`config.mk`:
```
export PLATFORM = sky130hd
export DESIGN_NAME = phase_sequencer_flat
export DESIGN_NICKNAME = d
export VERILOG_FILES = /design/src/rtl/cpu_pkg.sv /design/src/rtl/phase_sequencer_if.sv /design/src/rtl/instr_classifier.sv /design/src/rtl/phase_sequencer.sv /design/src/flat_wrapper.sv
export SDC_FILE = /design/constraint.sdc
export NUM_CORES = 1
export LEC_CHECK = 0
export CAP_MARGIN = 25
export CORE_ASPECT_RATIO = 2
export CORE_MARGIN = 3
export CORE_UTILIZATION = 44
export CTS_BUF_LIST = sky130_fd_sc_hd__clkbuf_16
export DETAILED_ROUTE_END_ITERATION = 8
export HOLD_SLACK_MARGIN = 0.06
export PLACE_DENSITY_LB_ADDON = 0.2
export SYNTH_ARGS = -nofsm -noshare
export SYNTH_HDL_FRONTEND = slang
export SYNTH_SLANG_ARGS = --single-unit
```
`constraint.sdc`:
```
create_clock -name clk -period 2.3 [get_ports clk]
set_input_delay 0.345 -clock clk [delete_from_list [all_inputs] [get_ports clk]]
set_output_delay 0.345 -clock clk [all_outputs]
set_load 0.03 [all_outputs]
```
`src/rtl/cpu_pkg.sv`:
```
// Shared control-unit definitions: IR encodings, one-hot phase constants,
// sequencer state encoding and instruction classes.
package cpu_pkg;

  localparam logic [5:0] OP_RTYPE = 6'b000000;
  localparam logic [5:0] OP_J     = 6'b000010;
  localparam logic [5:0] OP_JAL   = 6'b000011;
  localparam logic [5:0] OP_BEQ   = 6'b000100;
  localparam logic [5:0] OP_BNE   = 6'b000101;
  localparam logic [5:0] OP_ADDIU = 6'b001001;
  localparam logic [5:0] OP_ANDI  = 6'b001100;
  localparam logic [5:0] OP_ORI   = 6'b001101;
  localparam logic [5:0] OP_XORI  = 6'b001110;
  localparam logic [5:0] OP_LW    = 6'b100011;
  localparam logic [5:0] OP_SW    = 6'b101011;

  localparam logic [5:0] FN_JR      = 6'b001000;
  localparam logic [5:0] FN_JALR    = 6'b001001;
  localparam logic [5:0] FN_SYSCALL = 6'b001100;
  localparam logic [5:0] FN_ADD     = 6'b100000;
  localparam logic [5:0] FN_AND     = 6'b100100;
  localparam logic [5:0] FN_OR      = 6'b100101;
  localparam logic [5:0] FN_XOR     = 6'b100110;
  localparam logic [5:0] FN_NOR     = 6'b100111;
  localparam logic [5:0] FN_SLT     = 6'b101010;

  localparam logic [4:0] PH_NONE = 5'b00000;
  localparam logic [4:0] PH_P0   = 5'b00001;
  localparam logic [4:0] PH_P1   = 5'b00010;
  localparam logic [4:0] PH_P2   = 5'b00100;
  localparam logic [4:0] PH_P3   = 5'b01000;
  localparam logic [4:0] PH_P4   = 5'b10000;

  typedef enum logic [2:0] {
    ST_IDLE,
    ST_P0,
    ST_P1,
    ST_P2,
    ST_P3,
    ST_P4,
    ST_HALT
  } state_e;

  typedef enum logic [2:0] {
    CL_ALU,
    CL_LW,
    CL_SW,
    CL_BR,
    CL_SYS,
    CL_ILL
  } iclass_e;

endpackage

```
`src/rtl/phase_sequencer_if.sv`:
```
// Control/status bundle between the phase sequencer and its user.
interface phase_sequencer_if #(
  parameter int unsigned CNT_W = 32
);
  logic             run;
  logic [5:0]       op;
  logic [5:0]       irfunc;
  logic             mem_ready;
  logic [4:0]       p;
  logic             instr_done;
  logic             halted;
  logic             illegal;
  logic [CNT_W-1:0] cycle_cnt;
  logic [CNT_W-1:0] instr_cnt;

  modport master (
    output run, op, irfunc, mem_ready,
    input  p, instr_done, halted, illegal, cycle_cnt, instr_cnt
  );

  modport slave (
    input  run, op, irfunc, mem_ready,
    output p, instr_done, halted, illegal, cycle_cnt, instr_cnt
  );
endinterface

```
`src/rtl/instr_classifier.sv`:
```
// Combinational decode of {op, irfunc} into the sequencing class.
module instr_classifier
  import cpu_pkg::*;
(
  input  logic [5:0] op,
  input  logic [5:0] irfunc,
  output iclass_e    iclass
);

  always_comb begin
    iclass = CL_ILL;
    case (op)
      OP_RTYPE: begin
        case (irfunc)
          FN_ADD, FN_SLT, FN_AND, FN_OR, FN_XOR, FN_NOR,
          FN_JR, FN_JALR:  iclass = CL_ALU;
          FN_SYSCALL:      iclass = CL_SYS;
          default:         iclass = CL_ILL;
        endcase
      end
      OP_ADDIU, OP_ANDI, OP_ORI, OP_XORI,
      OP_J, OP_JAL:        iclass = CL_ALU;
      OP_LW:               iclass = CL_LW;
      OP_SW:               iclass = CL_SW;
      OP_BEQ, OP_BNE:      iclass = CL_BR;
      default:             iclass = CL_ILL;
    endcase
  end

endmodule

```
`src/rtl/phase_sequencer.sv`:
```
// Multicycle phase generator: walks each instruction through its class path,
// stalls on memory, halts on syscall/illegal, and keeps debug counters.
module phase_sequencer
  import cpu_pkg::*;
#(
  parameter int unsigned CNT_W = 32
) (
  input logic               clk,
  input logic               reset,
  phase_sequencer_if.slave  bus
);

  state_e           state_q, state_d;
  iclass_e          class_q, class_d;
  iclass_e          dec_class;
  logic             halted_q, halted_d;
  logic             illegal_q, illegal_d;
  logic [CNT_W-1:0] cycle_cnt_q, cycle_cnt_d;
  logic [CNT_W-1:0] instr_cnt_q, instr_cnt_d;
  logic             retire;
  logic             in_phase;

  instr_classifier u_classifier (
    .op     (bus.op),
    .irfunc (bus.irfunc),
    .iclass (dec_class)
  );

  always_comb begin
    state_d   = state_q;
    class_d   = class_q;
    halted_d  = halted_q;
    illegal_d = illegal_q;
    retire    = 1'b0;
    case (state_q)
      ST_IDLE: if (bus.run) state_d = ST_P0;
      ST_P0:   if (bus.mem_ready) state_d = ST_P1;
      ST_P1: begin
        // Class is latched here so later IR changes cannot redirect the path.
        class_d = dec_class;
        case (dec_class)
          CL_SYS: begin
            state_d  = ST_HALT;
            halted_d = 1'b1;
          end
          CL_ILL: begin
            state_d   = ST_HALT;
            halted_d  = 1'b1;
            illegal_d = 1'b1;
          end
          default: state_d = ST_P2;
        endcase
      end
      ST_P2: begin
        case (class_q)
          CL_BR: begin
            state_d = ST_P0;
            retire  = 1'b1;
          end
          CL_ALU:  state_d = ST_P4;
          default: state_d = ST_P3;
        endcase
      end
      ST_P3: begin
        if (bus.mem_ready) begin
          if (class_q == CL_LW) begin
            state_d = ST_P4;
          end else begin
            state_d = ST_P0;
            retire  = 1'b1;
          end
        end
      end
      ST_P4: begin
        state_d = ST_P0;
        retire  = 1'b1;
      end
      ST_HALT: state_d = ST_HALT;
      default: state_d = ST_IDLE;
    endcase

    in_phase    = state_q inside {ST_P0, ST_P1, ST_P2, ST_P3, ST_P4};
    cycle_cnt_d = cycle_cnt_q + CNT_W'(in_phase);
    instr_cnt_d = instr_cnt_q + CNT_W'(retire);
  end

  always_ff @(posedge clk or negedge reset) begin
    if (!reset) begin
      state_q     <= ST_IDLE;
      class_q     <= CL_ALU;
      halted_q    <= 1'b0;
      illegal_q   <= 1'b0;
      cycle_cnt_q <= '0;
      instr_cnt_q <= '0;
    end else begin
      state_q     <= state_d;
      class_q     <= class_d;
      halted_q    <= halted_d;
      illegal_q   <= illegal_d;
      cycle_cnt_q <= cycle_cnt_d;
      instr_cnt_q <= instr_cnt_d;
    end
  end

  always_comb begin
    bus.p = PH_NONE;
    case (state_q)
      ST_P0:   bus.p = PH_P0;
      ST_P1:   bus.p = PH_P1;
      ST_P2:   bus.p = PH_P2;
      ST_P3:   bus.p = PH_P3;
      ST_P4:   bus.p = PH_P4;
      default: bus.p = PH_NONE;
    endcase
  end

  assign bus.instr_done = retire;
  assign bus.halted     = halted_q;
  assign bus.illegal    = illegal_q;
  assign bus.cycle_cnt  = cycle_cnt_q;
  assign bus.instr_cnt  = instr_cnt_q;

  a_phase_onehot: assert property (@(posedge clk) disable iff (!reset)
    (state_q inside {ST_P0, ST_P1, ST_P2, ST_P3, ST_P4}) |-> $onehot(bus.p));

  a_phase_idle: assert property (@(posedge clk) disable iff (!reset)
    (state_q inside {ST_IDLE, ST_HALT}) |-> (bus.p == PH_NONE));

endmodule

```
`src/flat_wrapper.sv`:
```
// flat-port wrapper written by rule: the top's interface ports become plain ports
module phase_sequencer_flat import cpu_pkg::*;
#(
  parameter int unsigned CNT_W = 32
)
  (clk, reset, bus_run, bus_op, bus_irfunc, bus_mem_ready, bus_p, bus_instr_done, bus_halted, bus_illegal, bus_cycle_cnt, bus_instr_cnt);
  phase_sequencer_if #(.CNT_W(CNT_W)) bus_i ();
  input logic clk;
  input logic reset;
  input wire logic [$bits(bus_i.run)-1:0] bus_run;
  input wire logic [$bits(bus_i.op)-1:0] bus_op;
  input wire logic [$bits(bus_i.irfunc)-1:0] bus_irfunc;
  input wire logic [$bits(bus_i.mem_ready)-1:0] bus_mem_ready;
  output wire logic [$bits(bus_i.p)-1:0] bus_p;
  output wire logic [$bits(bus_i.instr_done)-1:0] bus_instr_done;
  output wire logic [$bits(bus_i.halted)-1:0] bus_halted;
  output wire logic [$bits(bus_i.illegal)-1:0] bus_illegal;
  output wire logic [$bits(bus_i.cycle_cnt)-1:0] bus_cycle_cnt;
  output wire logic [$bits(bus_i.instr_cnt)-1:0] bus_instr_cnt;
  assign bus_i.run = bus_run;
  assign bus_i.op = bus_op;
  assign bus_i.irfunc = bus_irfunc;
  assign bus_i.mem_ready = bus_mem_ready;
  assign bus_p = bus_i.p;
  assign bus_instr_done = bus_i.instr_done;
  assign bus_halted = bus_i.halted;
  assign bus_illegal = bus_i.illegal;
  assign bus_cycle_cnt = bus_i.cycle_cnt;
  assign bus_instr_cnt = bus_i.instr_cnt;
  phase_sequencer #(.CNT_W(CNT_W)) u_core (.clk(clk), .reset(reset), .bus(bus_i));
endmodule
```
==> Word-level counts from Yosys, hierarchy flattened <==
Cells that the tools add are included.
{ "word_totals": {"register_bits": 72, "inputBits": 16, "out_inout_bits": 72, "word_cells": 65} }
{ "classes": {"add_sub_neg": 2, "n_eq_ne": 32, "muxes": 14, "n_reduce_logical": 11} }
{ "ops": {"columns": ["op", "n"], "rows": [
  ["32-bit by 1-bit adder with 32-bit output", 2],
  ["6-bit == test, second input constant", 8],
  ["6-bit by 4-bit == test with 1-bit output, second input constant", 7],
  ["5-bit case mux with 5 select lines", 1],
  ["3-bit case mux with 7 select lines", 1],
  ["3-bit == test, second input constant", 5],
  ["3-bit 2-to-1 mux", 5],
  ["3-bit case mux with 5 select lines", 1],
  ["6-bit by 2-bit == test with 1-bit output, second input constant", 2],
  ["6-bit by 3-bit == test with 1-bit output, second input constant", 2],
  ["3-bit case mux with 2 select lines", 2],
  ["3-bit by 2-bit == test with 1-bit output, second input constant", 3],
  ["8-bit OR reduction", 1],
  ["3-bit by 1-bit == test with 1-bit output, second input constant", 2],
  ["3-bit zero test", 2],
  ["6-bit zero test", 1],
  ["2-bit != test, second input constant", 3],
  ["6-bit OR reduction", 1],
  ["5-bit nonzero test", 1],
  ["2-bit AND reduction", 2],
  ["2-bit OR reduction", 2],
  ["1-bit 2-to-1 mux", 3],
  ["1-bit case mux with 3 select lines", 1],
  ["3-bit AND reduction", 1]
]} }

==> Depth between registers and ports, before layout <==
Gate-level depths: netlist of run 1.
{ "logic_depth": {"word_depth": 8, "ltp_mapped": 11} }

==> Hierarchy <==
Synthesis of run 1 repeated with hierarchy kept, for this count alone.
{ "hier_totals": {"hier_cells": 328, "area_unflattened_um2": 3527.1} }
{ "modules_own_cells": {"columns": ["mod", "instances", "cells_per_inst", "area_per_inst_um2", "seq_area_each_um2"], "rows": [
  ["phase_sequencer", 1, 297, 3330.7, 1801.7],
  ["instr_classifier", 1, 31, 196.4, 0.0]
]} }

==> Least setup slack after synthesis of run 1 <==
OpenSTA, ideal clock, no wires.
{ "synth_timing": {"path_type": "flip-flop to flip-flop", "startpoint": "register u_core.state_q[1]", "endpoint": "register u_core.instr_cnt_q[28], in the netlist u_core.bus.instr_cnt[28]", "setup_ns": 0.134, "t_arrival_ns": 3.078, "required_time_ns": 2.166, "slack_ns": -0.913, "path_stages_with_launch": 12, "path_buffers": 1, "period_less_slack_ns": 3.213, "path_cell_list": "dfrtp_1 > clkbuf_1 > inv_1 > ha_1 > inv_1 > o32ai_1 > ha_1 > ha_1 > nand3_4 > nor4_4 > nand3_1 > xnor2_1"} }
{ "synth_via": {"elab_chain_len": 3, "word_cells_on_any_way": 5, "classes_between": "add/sub (1); eq/ne (3); mux (1)"} }
{ "synth_rtl": {"columns": ["item", "line_no", "rtl"], "rows": [
  ["start, declared", "phase_sequencer.sv:13", "state_e state_q, state_d;"],
  ["start signal, assigned", "phase_sequencer.sv:96", "state_q <= state_d;"],
  ["3-bit == test / 3-bit by 2-bit == test with 1-bit output (equally long branches)", "phase_sequencer.sv:35", "case (state_q)"],
  ["1-bit case mux with 3 select lines *", "phase_sequencer.sv:35", null],
  ["via bus_instr_done", "flat_wrapper.sv:15", "output wire logic [$bits(bus_i.instr_done)-1:0] bus_instr_done;"],
  ["32-bit by 1-bit adder with 32-bit output *", "phase_sequencer.sv:84", "instr_cnt_d = instr_cnt_q + CNT_W'(retire);"],
  ["via u_core.instr_cnt_d[28]", "phase_sequencer.sv:19", "logic [CNT_W-1:0] instr_cnt_q, instr_cnt_d;"],
  ["end signal, assigned", "phase_sequencer.sv:101", "instr_cnt_q <= instr_cnt_d;"],
  ["end, declared", "phase_sequencer.sv:19", null]
]} }
The timed path passes the listed nets; every way through them passes the cells marked *.
A chain may end at the register's enable or synchronous reset.

==> Final worst setup path of run 1 <==
{ "layout_timing": {"startpoint": "register u_core.state_q[2]", "endpoint": "register u_core.instr_cnt_q[24], in the netlist u_core.bus.instr_cnt[24]"} }
{ "layout_via": {"elab_chain_len": 3, "word_cells_on_any_way": 5, "classes_between": "add/sub (1); eq/ne (3); mux (1)"} }
{ "layout_rtl": {"columns": ["item", "line_no"], "rows": [
  ["3-bit == test / 3-bit by 2-bit == test with 1-bit output (equally long branches)", "phase_sequencer.sv:35"],
  ["1-bit case mux with 3 select lines *", "phase_sequencer.sv:35"],
  ["32-bit by 1-bit adder with 32-bit output *", "phase_sequencer.sv:84"],
  ["via u_core.instr_cnt_d[24]", "phase_sequencer.sv:19"]
]} }
Marked as above.

==> results of run 1 <==
through the flow:
step                      hold slack (ps)  setup WS (ps)
after CTS                             476           22.1
final                                 470           88.6
after global placement                306           -212
after global routing                  499          -66.2
after detailed placement              309           -264
after floorplan                      49.4           -164
synthesized netlist by cell type, drive strengths merged:
| cell type | instances | area (µm²) |
|---|---|---|
| a2111oi | 1 | 8.76 |
| a211o | 1 | 8.76 |
| a21o | 3 | 22.5 |
| a21oi | 7 | 35.0 |
| a221o | 1 | 10.0 |
| a311oi | 1 | 15.0 |
| a31oi | 1 | 6.26 |
| a32o | 1 | 10.0 |
| and2 | 3 | 18.8 |
| and3 | 5 | 31.3 |
| and4 | 8 | 72.6 |
| buf | 1 | 5.00 |
| clkbuf | 3 | 11.3 |
| dfrtp | 72 | 1800 |
| ha | 5 | 62.6 |
| inv | 8 | 30.0 |
| mux2 | 2 | 22.5 |
| mux2i | 1 | 10.0 |
| nand2 | 27 | 104 |
| nand2b | 4 | 25.0 |
| nand3 | 25 | 155 |
| nand3b | 1 | 7.51 |
| nand4 | 16 | 121 |
| nor2 | 17 | 63.8 |
| nor2b | 4 | 25.0 |
| nor3 | 13 | 92.6 |
| nor3b | 1 | 7.51 |
| nor4 | 3 | 48.8 |
| nor4b | 1 | 23.8 |
| o211ai | 2 | 15.0 |
| o21a | 1 | 7.51 |
| o21ai | 3 | 15.0 |
| o311ai | 2 | 25.0 |
| o32ai | 1 | 8.76 |
| or2 | 1 | 6.26 |
| or3 | 1 | 6.26 |
| or3b | 1 | 8.76 |
| xnor2 | 48 | 420 |
| xor2 | 13 | 114 |
power groups by stage:
stage,Combinational [mW],Sequential [mW],Clock [mW]
finish,1.11,1.59,1.22
global route,1.21,1.62,1.29
CTS,1.12,1.59,1.25
detailed placement,1.11,1.61,0
global placement,1.08,1.60,0
floorplan,0.505,1.72,0
worst paths after layout:
| path | end | depth (start not counted) | slack [ps] |
|---|---|---|---|
| worst max-delay path | u_core.bus.instr_cnt[24] | 9 | 90 |
| worst min-delay path | u_core.bus.cycle_cnt[31] | 1 | 470 |
| worst max register to register | u_core.bus.instr_cnt[24] | 9 | 90 |
| worst min register to register | u_core.bus.cycle_cnt[31] | 1 | 470 |
| max in group asynchronous | u_core.bus.instr_cnt[7] | 3 | 1240 |
| min in group asynchronous | u_core.bus.cycle_cnt[26] | 2 | 490 |
cell type report:
cell class | instances | area [µm²] | area share (%)
clock inverter | 7 | 38.8 | 0.774
timing repair buffer | 112 | 1080 | 21.6
inverter | 8 | 35.0 | 0.699
tap | 94 | 118 | 2.35
sequential | 72 | 1810 | 36.0
multi-input combinational | 225 | 1710 | 34.1
clock buffer | 9 | 225 | 4.49
sequential cells by signal (all words and copies together) (netlist names):
signal and count:
u_core.bus.halted 1, u_core.state_q 3, u_core.bus.cycle_cnt 32, u_core.bus.illegal 1
u_core.class_q 3, u_core.bus.instr_cnt 32
timing repair:
action,in CTS,in global routing
hold endpoints to repair,30,0
pin swaps,1,4
setup buffers,1,1
cloned,0,0
setup endpoints to repair,27,27
hold buffers,1,0
resized for setup,6,5
critical path, stage by stage, from the launching register on:
cell	delay (ps)
dfrtp_2	480
nor2b_1	180
nand2_1	130
o32ai_4	190
ha_4	210
ha_4	140
nand3_4	100
nor4_4	370
nand3_1	140
xnor2_1	150
metal layers:
| metal | share of wire, % | global-route usage (%) |
|---|---|---|
| met1 | 38 | 22.0 |
| met2 | 55 | 33.0 |
| met3 | 4.0 | 3.84 |
| met4 | 3.2 | 9.88 |
| met5 | 0 | 0 |
kinds of logic after synthesis:
kind of cell             synth area share (%)
AO/OA/AOI/OAI                            5.39
XOR/XNOR                                 15.3
flip-flops                               51.7
AND/OR/NAND/NOR                          23.5
multiplexers                            0.934
adder cells (fa/ha/maj)                  1.80
buffers and inverters                    1.33
==> impl_metrics.toml, run 1 <==
[worst_setup_path]
worst-setup-path-type = "flop to flop"
cp-end-kind = "flop"
reg2reg_from = "u_core.state_q[2]"
worstSetupStartpointType = "flop"
cp.required_ps = 2500
worstPathArrival_ps = 2420
crit_fanout = 8
crit_start = "u_core.state_q[2]"

[sta]
fin_crit_ps = 2210
slew_violations = 0
rsz0062_at_grt = "true"
max-slew-margin-rel_pct = 72.8
finalClockSkew_ps = 4.60
worst_pin_slew_ps = 407
hold_viol = 0
setup_viol = 0
period_share_pct = 96.1
tns_ps = 0
clock.fmax_mhz = 452

[power_and_ir_drop]
switchingPower_mw = 1.28
switching_share_pct = 32.6
power_frac_comb_pct = 28.3
internal-power_mw = 2.64
powerDensity_mw_per_mm2 = 781
power.total_mw = 3.92
peakVddDrop_mv = 0.506
seq_power_share_pct = 40.6
power.leakage_nw = 2.21
clkPwrFrac_pct = 31.1

[routing]
firstDrtPassIters = 6
vias_per_cell = 5.23
routedWlPerCell_um = 15.1
drc_errors = 0
ant_nets = 0
routed_wl_um = 7960
drt_iter0_drc = 101
vias = 2755

[synthesis]
ys_types = 49
synthesis.area_mm2 = 0.00348
ys_ff_latch = 72
syn_area_per_cell_um2 = 11.3
yosys_warnings = 0
synthCells = 309
synth_nets = 330
yosysSeqAreaShare_pct = 51.7

[status]
status = "completed"

[finish]
fin_nets = 449
fillers = 662
final_cells = 527
antenna_cells = 0
drive_gt1_share_pct = 16.4
mostFrequentLayoutCells = "80 x clkdlybuf4s50_1, 69 x dfrtp_1, 48 x xnor2_1"
final_util_pct = 65.5
syn_to_final_growth_pct = 43.9
final_common_cell = "clkdlybuf4s50_1"
finish.instance_area_mm2 = 0.00501

[min_path]
hold_path.class = "flop to flop"
min-delay-start = "u_core.bus.cycle_cnt[31]"

[place]
hpwl_um = 6190
dp_cells = 508
post_dp_cell_area_mm2 = 0.00469
gp_congestion = 0.908
portBuffers = 87

[die]
die_y_um = 132
design.core.area_mm2 = 0.00766
die_w_um = 68.9
initial_core_util_pct = 45.5
io_pins = 88
dieArea_mm2 = 0.00909
num_rows = 45

[global_route]
grt.overflow.total = 0
grt_util_all_layers_pct = 19.4
grt_max_degree = 43
antenna_found_initial = 0
grt_pass1_wl_um = 13600
grt_pass1_vias = 2880

[clock_tree]
htree_levels = 3
clockBufferDepth = 2
cts-buffers-inserted = 9
clk-insertion-delay-late_ps = 320
cts_tree = "done"
clockRootBuffer = "clkbuf_16"
clk_pin_slew_ps = 60
cts.sinks = 72

[flow_run]
maxCapViolations = 0
(Power assumes the default switching activity.)
==> run 2: changes to the inputs <==
--- a/config.mk
+++ b/config.mk
@@ -8,11 +8,12 @@
 export CAP_MARGIN = 25
 export CORE_ASPECT_RATIO = 2
 export CORE_MARGIN = 3
-export CORE_UTILIZATION = 44
+export CORE_UTILIZATION = 50
 export CTS_BUF_LIST = sky130_fd_sc_hd__clkbuf_16
 export DETAILED_ROUTE_END_ITERATION = 8
-export HOLD_SLACK_MARGIN = 0.06
+export HOLD_SLACK_MARGIN = 0.03
 export PLACE_DENSITY_LB_ADDON = 0.2
+export REMOVE_ABC_BUFFERS = 1
 export SYNTH_ARGS = -nofsm -noshare
 export SYNTH_HDL_FRONTEND = slang
 export SYNTH_SLANG_ARGS = --single-unit
==> constraint.sdc (replaced) <==
create_clock -name clk -period 2.7 [get_ports clk]
set_input_delay 0.405 -clock clk [delete_from_list [all_inputs] [get_ports clk]]
set_output_delay 0.405 -clock clk [all_outputs]
set_load 0.03 [all_outputs]
==> run 2 against run 1 <==
Hold slack got worse by 420 ps. Critical path depth decreased by 6. Core utilization increased by 6.4 points. First-iteration DRC count increased by 21%. Cell count decreased by 3.6%. Combinational power decreased by 27%. Power decreased by 18%. Design area decreased by 4.3%. Sequential share of layout area increased by 1.6 points. Critical path type is now flop to primary output. Critical endpoint is now bus_p[1].
==> impl_metrics.toml, run 2 (synthesis results as in run 1) <==
[place]
post_dp_cell_area_mm2 = 0.00453
dp_cells = 492
portBuffers = 87
gp_congestion = 0.816
hpwl_um = 5900
dp_slack_ps = -99.2

[worst_setup_path]
crit_chain = "nand2b_1 -> nor2_1 -> clkdlybuf4s50_1"
crit_family = "buffers and inverters"
crit_path_max_incr_delay_ps = 770
worstPathArrival_ps = 2160
crit_fanout = 13
worst-setup-path-type = "flop to primary output"
cp.required_ps = 2300
critPathSlowestCell = "clkdlybuf4s50_1"
worstSetupStartpointType = "flop"
cp-end-kind = "primary output"
crit_buf_inv = 1

[finish]
fin_nets = 436
drive_gt1_share_pct = 11.4
final_util_pct = 71.9
final_common_cell = "clkdlybuf4s50_1"
syn_to_final_growth_pct = 37.7
finish.instance_area_mm2 = 0.00480
mostFrequentLayoutCells = "85 x clkdlybuf4s50_1, 71 x dfrtp_1, 48 x xnor2_1"
antenna_cells = 0
final_cells = 508

[power_and_ir_drop]
peakVddDrop_mv = 0.458
powerDensity_mw_per_mm2 = 666
power.leakage_nw = 2.09
power.total_mw = 3.19

[die]
io_pins = 88
dieArea_mm2 = 0.00807
num_rows = 42
die_w_um = 65.0
design.core.area_mm2 = 0.00667
initial_core_util_pct = 52.2
die_y_um = 124

[global_route]
grt_pass1_vias = 2701
grt_util_all_layers_pct = 20.0
grt_pass1_wl_um = 12400
grt.overflow.total = 0
grt_max_degree = 29
antenna_found_initial = 0

[min_path]
hold_path.class = "primary input to async pin"

[sta]
worst_pin_slew_ps = 508
max-slew-margin-rel_pct = 66.1
fin_crit_ps = 2560
rsz0062_at_grt = "false"
slew_violations = 0
fin_ws_ps = 138
clock.fmax_mhz = 390
whs_ps = 48.6
setup_viol = 0
period_share_pct = 94.9
hold_viol = 0
tns_ps = 0
finalClockSkew_ps = 5.90

[routing]
routedWlPerCell_um = 15.2
drc_errors = 0
ant_nets = 0
vias_per_cell = 5.36
drt_iter0_drc = 122
vias = 2725
firstDrtPassIters = 4
routed_wl_um = 7710

[clock_tree]
cts-buffers-inserted = 9
clk_pin_slew_ps = 60
cts_tree = "done"
cts.sinks = 72
clk-insertion-delay-late_ps = 320
htree_levels = 3
clockRootBuffer = "clkbuf_16"
clockBufferDepth = 2

[flow_run]
maxCapViolations = 0

[status]
status = "completed"
[run 2: metal layers]
metal,routed length [µm],GRT usage (%),vias up,share of wire [%]
met4,221,9.87,0,2.9
met3,340,4.60,18,4.4
met5,0,0,-,0
li1,-,-,1304,-
met1,2770,20.3,1322,36
met2,4380,37.4,81,57
[run 2: final cells by class]
class	count	area, µm²
Tap cell	88	110
Inverter	8	30.0
Multi-Input combinational cell	225	1640
Timing Repair Buffer	99	953
Clock inverter	7	38.8
Sequential cell	72	1800
Fill cell	532	1880
Clock buffer	9	225
[run 2: worst paths after layout]
path / start / to / slack, ps / cells past startpoint
setup / recovery: u_core.state_q[0] / bus_p[1] / 140 / 3
setup reg to reg: u_core.class_q[0] / u_core.bus.instr_cnt[24] / 140 / 10
hold / removal: reset / u_core.bus.cycle_cnt[9] / 50 / 1
hold reg to reg: u_core.bus.cycle_cnt[31] / u_core.bus.cycle_cnt[31] / 470 / 1
min in group clk: u_core.bus.cycle_cnt[31] / u_core.bus.cycle_cnt[31] / 470 / 1
max in group asynchronous: reset / u_core.bus.instr_cnt[22] / 1910 / 2
[run 2: worst reg2reg max path: cells and delay by family, from the launching register on]
kind	cells	cell delay (ps)
AND/OR/NAND/NOR	4	830
AO/OA/AOI/OAI	2	460
flip-flops	1	410
adder cells (fa/ha/maj)	2	400
buffers and inverters	1	190
XOR/XNOR	1	150
[run 2: report_power, final]
group,switching [mW],leakage [nW],total [mW],internal (mW)
logic,0.451,0.997,0.810,0.359
clock network,0.426,0.130,1.04,0.610
registers,0.153,0.964,1.35,1.19
[run 2: repair_timing]
action / 4_1_cts / 5_1_grt
hold buffers: 0 / 0
endpoints found under the setup margin: 0 / 3
resized for setup: 0 / 1
setup buffers: 0 / 0
==> run 3: changes to the inputs <==
--- a/config.mk
+++ b/config.mk
@@ -8,7 +8,7 @@
 export CAP_MARGIN = 25
 export CORE_ASPECT_RATIO = 2
 export CORE_MARGIN = 3
-export CORE_UTILIZATION = 50
+export CORE_UTILIZATION = 44
 export CTS_BUF_LIST = sky130_fd_sc_hd__clkbuf_16
 export DETAILED_ROUTE_END_ITERATION = 8
 export HOLD_SLACK_MARGIN = 0.03
==> constraint.sdc (replaced) <==
create_clock -name clk -period 2.17 [get_ports clk]
set_input_delay 0.3255 -clock clk [delete_from_list [all_inputs] [get_ports clk]]
set_output_delay 0.3255 -clock clk [all_outputs]
set_load 0.03 [all_outputs]
==> run 3 against run 2 <==
The flow now finishes with violations (setup timing). Clock skew decreased by 0.87 ps. Via count increased by 2.7%. Core utilization decreased by 3.5 points. Count of clock-buffer cells in the layout unchanged. Combinational power increased by 75%. Global-route usage decreased by 1.0 points. Sequential power increased by 24%. Sequential share of layout area decreased by 3.1 points. Power increased by 45%. Critical endpoint is now u_core.bus.instr_cnt[28].
==> impl_metrics.toml, run 3 (synthesis results as in run 1) <==
[status]
status = "finished, violations left"
violations = "setup timing"

[worst_setup_path]
critPathSlowestCell = "dfrtp_1"
worst-setup-path-type = "flop to flop"
cp.required_ps = 2380
crit_fanout = 4
crit_path_max_incr_delay_ps = 380
cp-end-kind = "flop"
worstPathArrival_ps = 2390
crit_chain = "or3b_4 -> a21oi_2 -> o32ai_2 -> buf_4 -> ha_4 -> ha_4 -> nand3_4 -> nor4_4 -> nand3_1 -> xnor2_1"
crit_top_cell = "ha_4"
worstSetupStartpointType = "flop"

[clock_tree]
cts.sinks = 72
cts_tree = "done"
cts-buffers-inserted = 9
clockRootBuffer = "clkbuf_16"
clk-insertion-delay-late_ps = 330
clk_pin_slew_ps = 60
htree_levels = 3
clockBufferDepth = 2

[power_and_ir_drop]
seq_power_share_pct = 36.3
peakVddDrop_mv = 0.552
clkPwrFrac_pct = 33.1
power.leakage_nw = 2.28
powerDensity_mw_per_mm2 = 887
switching_share_pct = 31.0
power_frac_comb_pct = 30.6
switchingPower_mw = 1.44
internal-power_mw = 3.20
power.total_mw = 4.64

[global_route]
grt.overflow.total = 0
grt_pass1_wl_um = 13400
grt_util_all_layers_pct = 19.0
grt_max_degree = 73
antenna_found_initial = 0
grt_pass1_vias = 2910

[die]
design.core.area_mm2 = 0.00766
num_rows = 45
die_w_um = 68.9
dieArea_mm2 = 0.00909
io_pins = 88
die_y_um = 132
initial_core_util_pct = 45.5

[routing]
firstDrtPassIters = 4
drc_errors = 0
ant_nets = 0
vias = 2798
routed_wl_um = 8060
vias_per_cell = 5.17
routedWlPerCell_um = 14.9
drt_iter0_drc = 100

[sta]
fin_crit_ps = 2180
setup_viol = 4
worst_pin_slew_ps = 368
rsz0062_at_grt = "true"
finalClockSkew_ps = 5.03
hold_viol = 0
tns_ps = -38.3
clock.fmax_mhz = 458
max-slew-margin-rel_pct = 74.8
fin_ws_ps = -14.1
slew_violations = 0
whs_ps = 468
period_share_pct = 101

[finish]
antenna_cells = 0
drive_gt1_share_pct = 21.5
fin_nets = 463
final_util_pct = 68.3
syn_to_final_growth_pct = 50.2
mostFrequentLayoutCells = "80 x clkdlybuf4s50_1, 70 x dfrtp_1, 48 x xnor2_1"
final_common_cell = "clkdlybuf4s50_1"
finish.instance_area_mm2 = 0.00523

[place]
gp_congestion = 0.823
post_dp_cell_area_mm2 = 0.00469
hpwl_um = 5880
portBuffers = 87

[flow_run]
maxCapViolations = 0

[min_path]
hold_path.class = "flop to flop"
-- run 3: cell types whose count changed in the layout (fill, tap and decap cells not counted), moves of 3 or more --
cell             previous run  this run
buf_4                      13        33
buf_6                       0         7
clkdlybuf4s50_1            85        80
ha_1                        5         0
ha_4                        0         5
dlygate4sd2_1               0         3
-- run 3: layer usage --
layer	up-vias	part of all wire [%]	global-route usage, %
met5	-	0	0
met4	0	1.9	7.17
met1	1363	37	20.1
met3	11	4.9	5.20
met2	68	56	33.9
li1	1356	-	-
-- run 3: power groups by stage --
stage	registers [mW]	clock network [mW]	logic [mW]
finish	1.68	1.54	1.42
global route	1.70	1.62	1.55
CTS	1.66	1.57	1.31
detailed placement	1.66	0	1.20
global placement	1.66	0	1.19
floorplan	1.85	0	0.408
-- run 3: timing repair --
action                                  in CTS  in global routing
endpoints found under the setup margin      31                 40
endpoints found under the hold margin        6                  0
pin swaps                                   11                  9
hold buffers                                 1                  0
buffers inserted                             5                  2
gates resized for setup                     18                 23
-- run 3: worst paths after layout --
path | cells past startpoint | slack [ps] | startpoint | to
max | 10 | -10 | u_core.class_q[0] | u_core.bus.instr_cnt[28]
min | 1 | 470 | u_core.bus.illegal | u_core.bus.illegal
max reg2reg | 10 | -10 | u_core.class_q[0] | u_core.bus.instr_cnt[28]
min reg2reg | 1 | 470 | u_core.bus.illegal | u_core.bus.illegal
max in group asynchronous | 3 | 1290 | reset | u_core.bus.instr_cnt[24]
min in group asynchronous | 3 | 550 | reset | u_core.bus.cycle_cnt[8]
-- run 3: per-stage QoR --
stage	std cells	worst slack (ps)
global route	541	-172
floorplan	305	-960
detailed placement	517	-469
global placement	517	-447
finish	541	-14.1
CTS	539	-90.9
-- run 3: layout make-up --
type                       count  area, µm²
fill                         635       2430
sequential                    72       1800
multi-input combinational    225       1780
timing repair buffer         126       1190
clock buffer                   9        225
tap                           94        118
clock inverter                 7       87.6
inverter                       8       30.0
-- run 3: worst max-delay path, delay by kind of cell (launching register included) --
| family | cells | cell delay (ps) |
|---|---|---|
| compound gates | 2 | 250 |
| fa+ha+maj | 2 | 280 |
| simple gates | 4 | 840 |
| buf+inv | 1 | 160 |
| flops | 1 | 380 |
| xor+xnor | 1 | 150 |
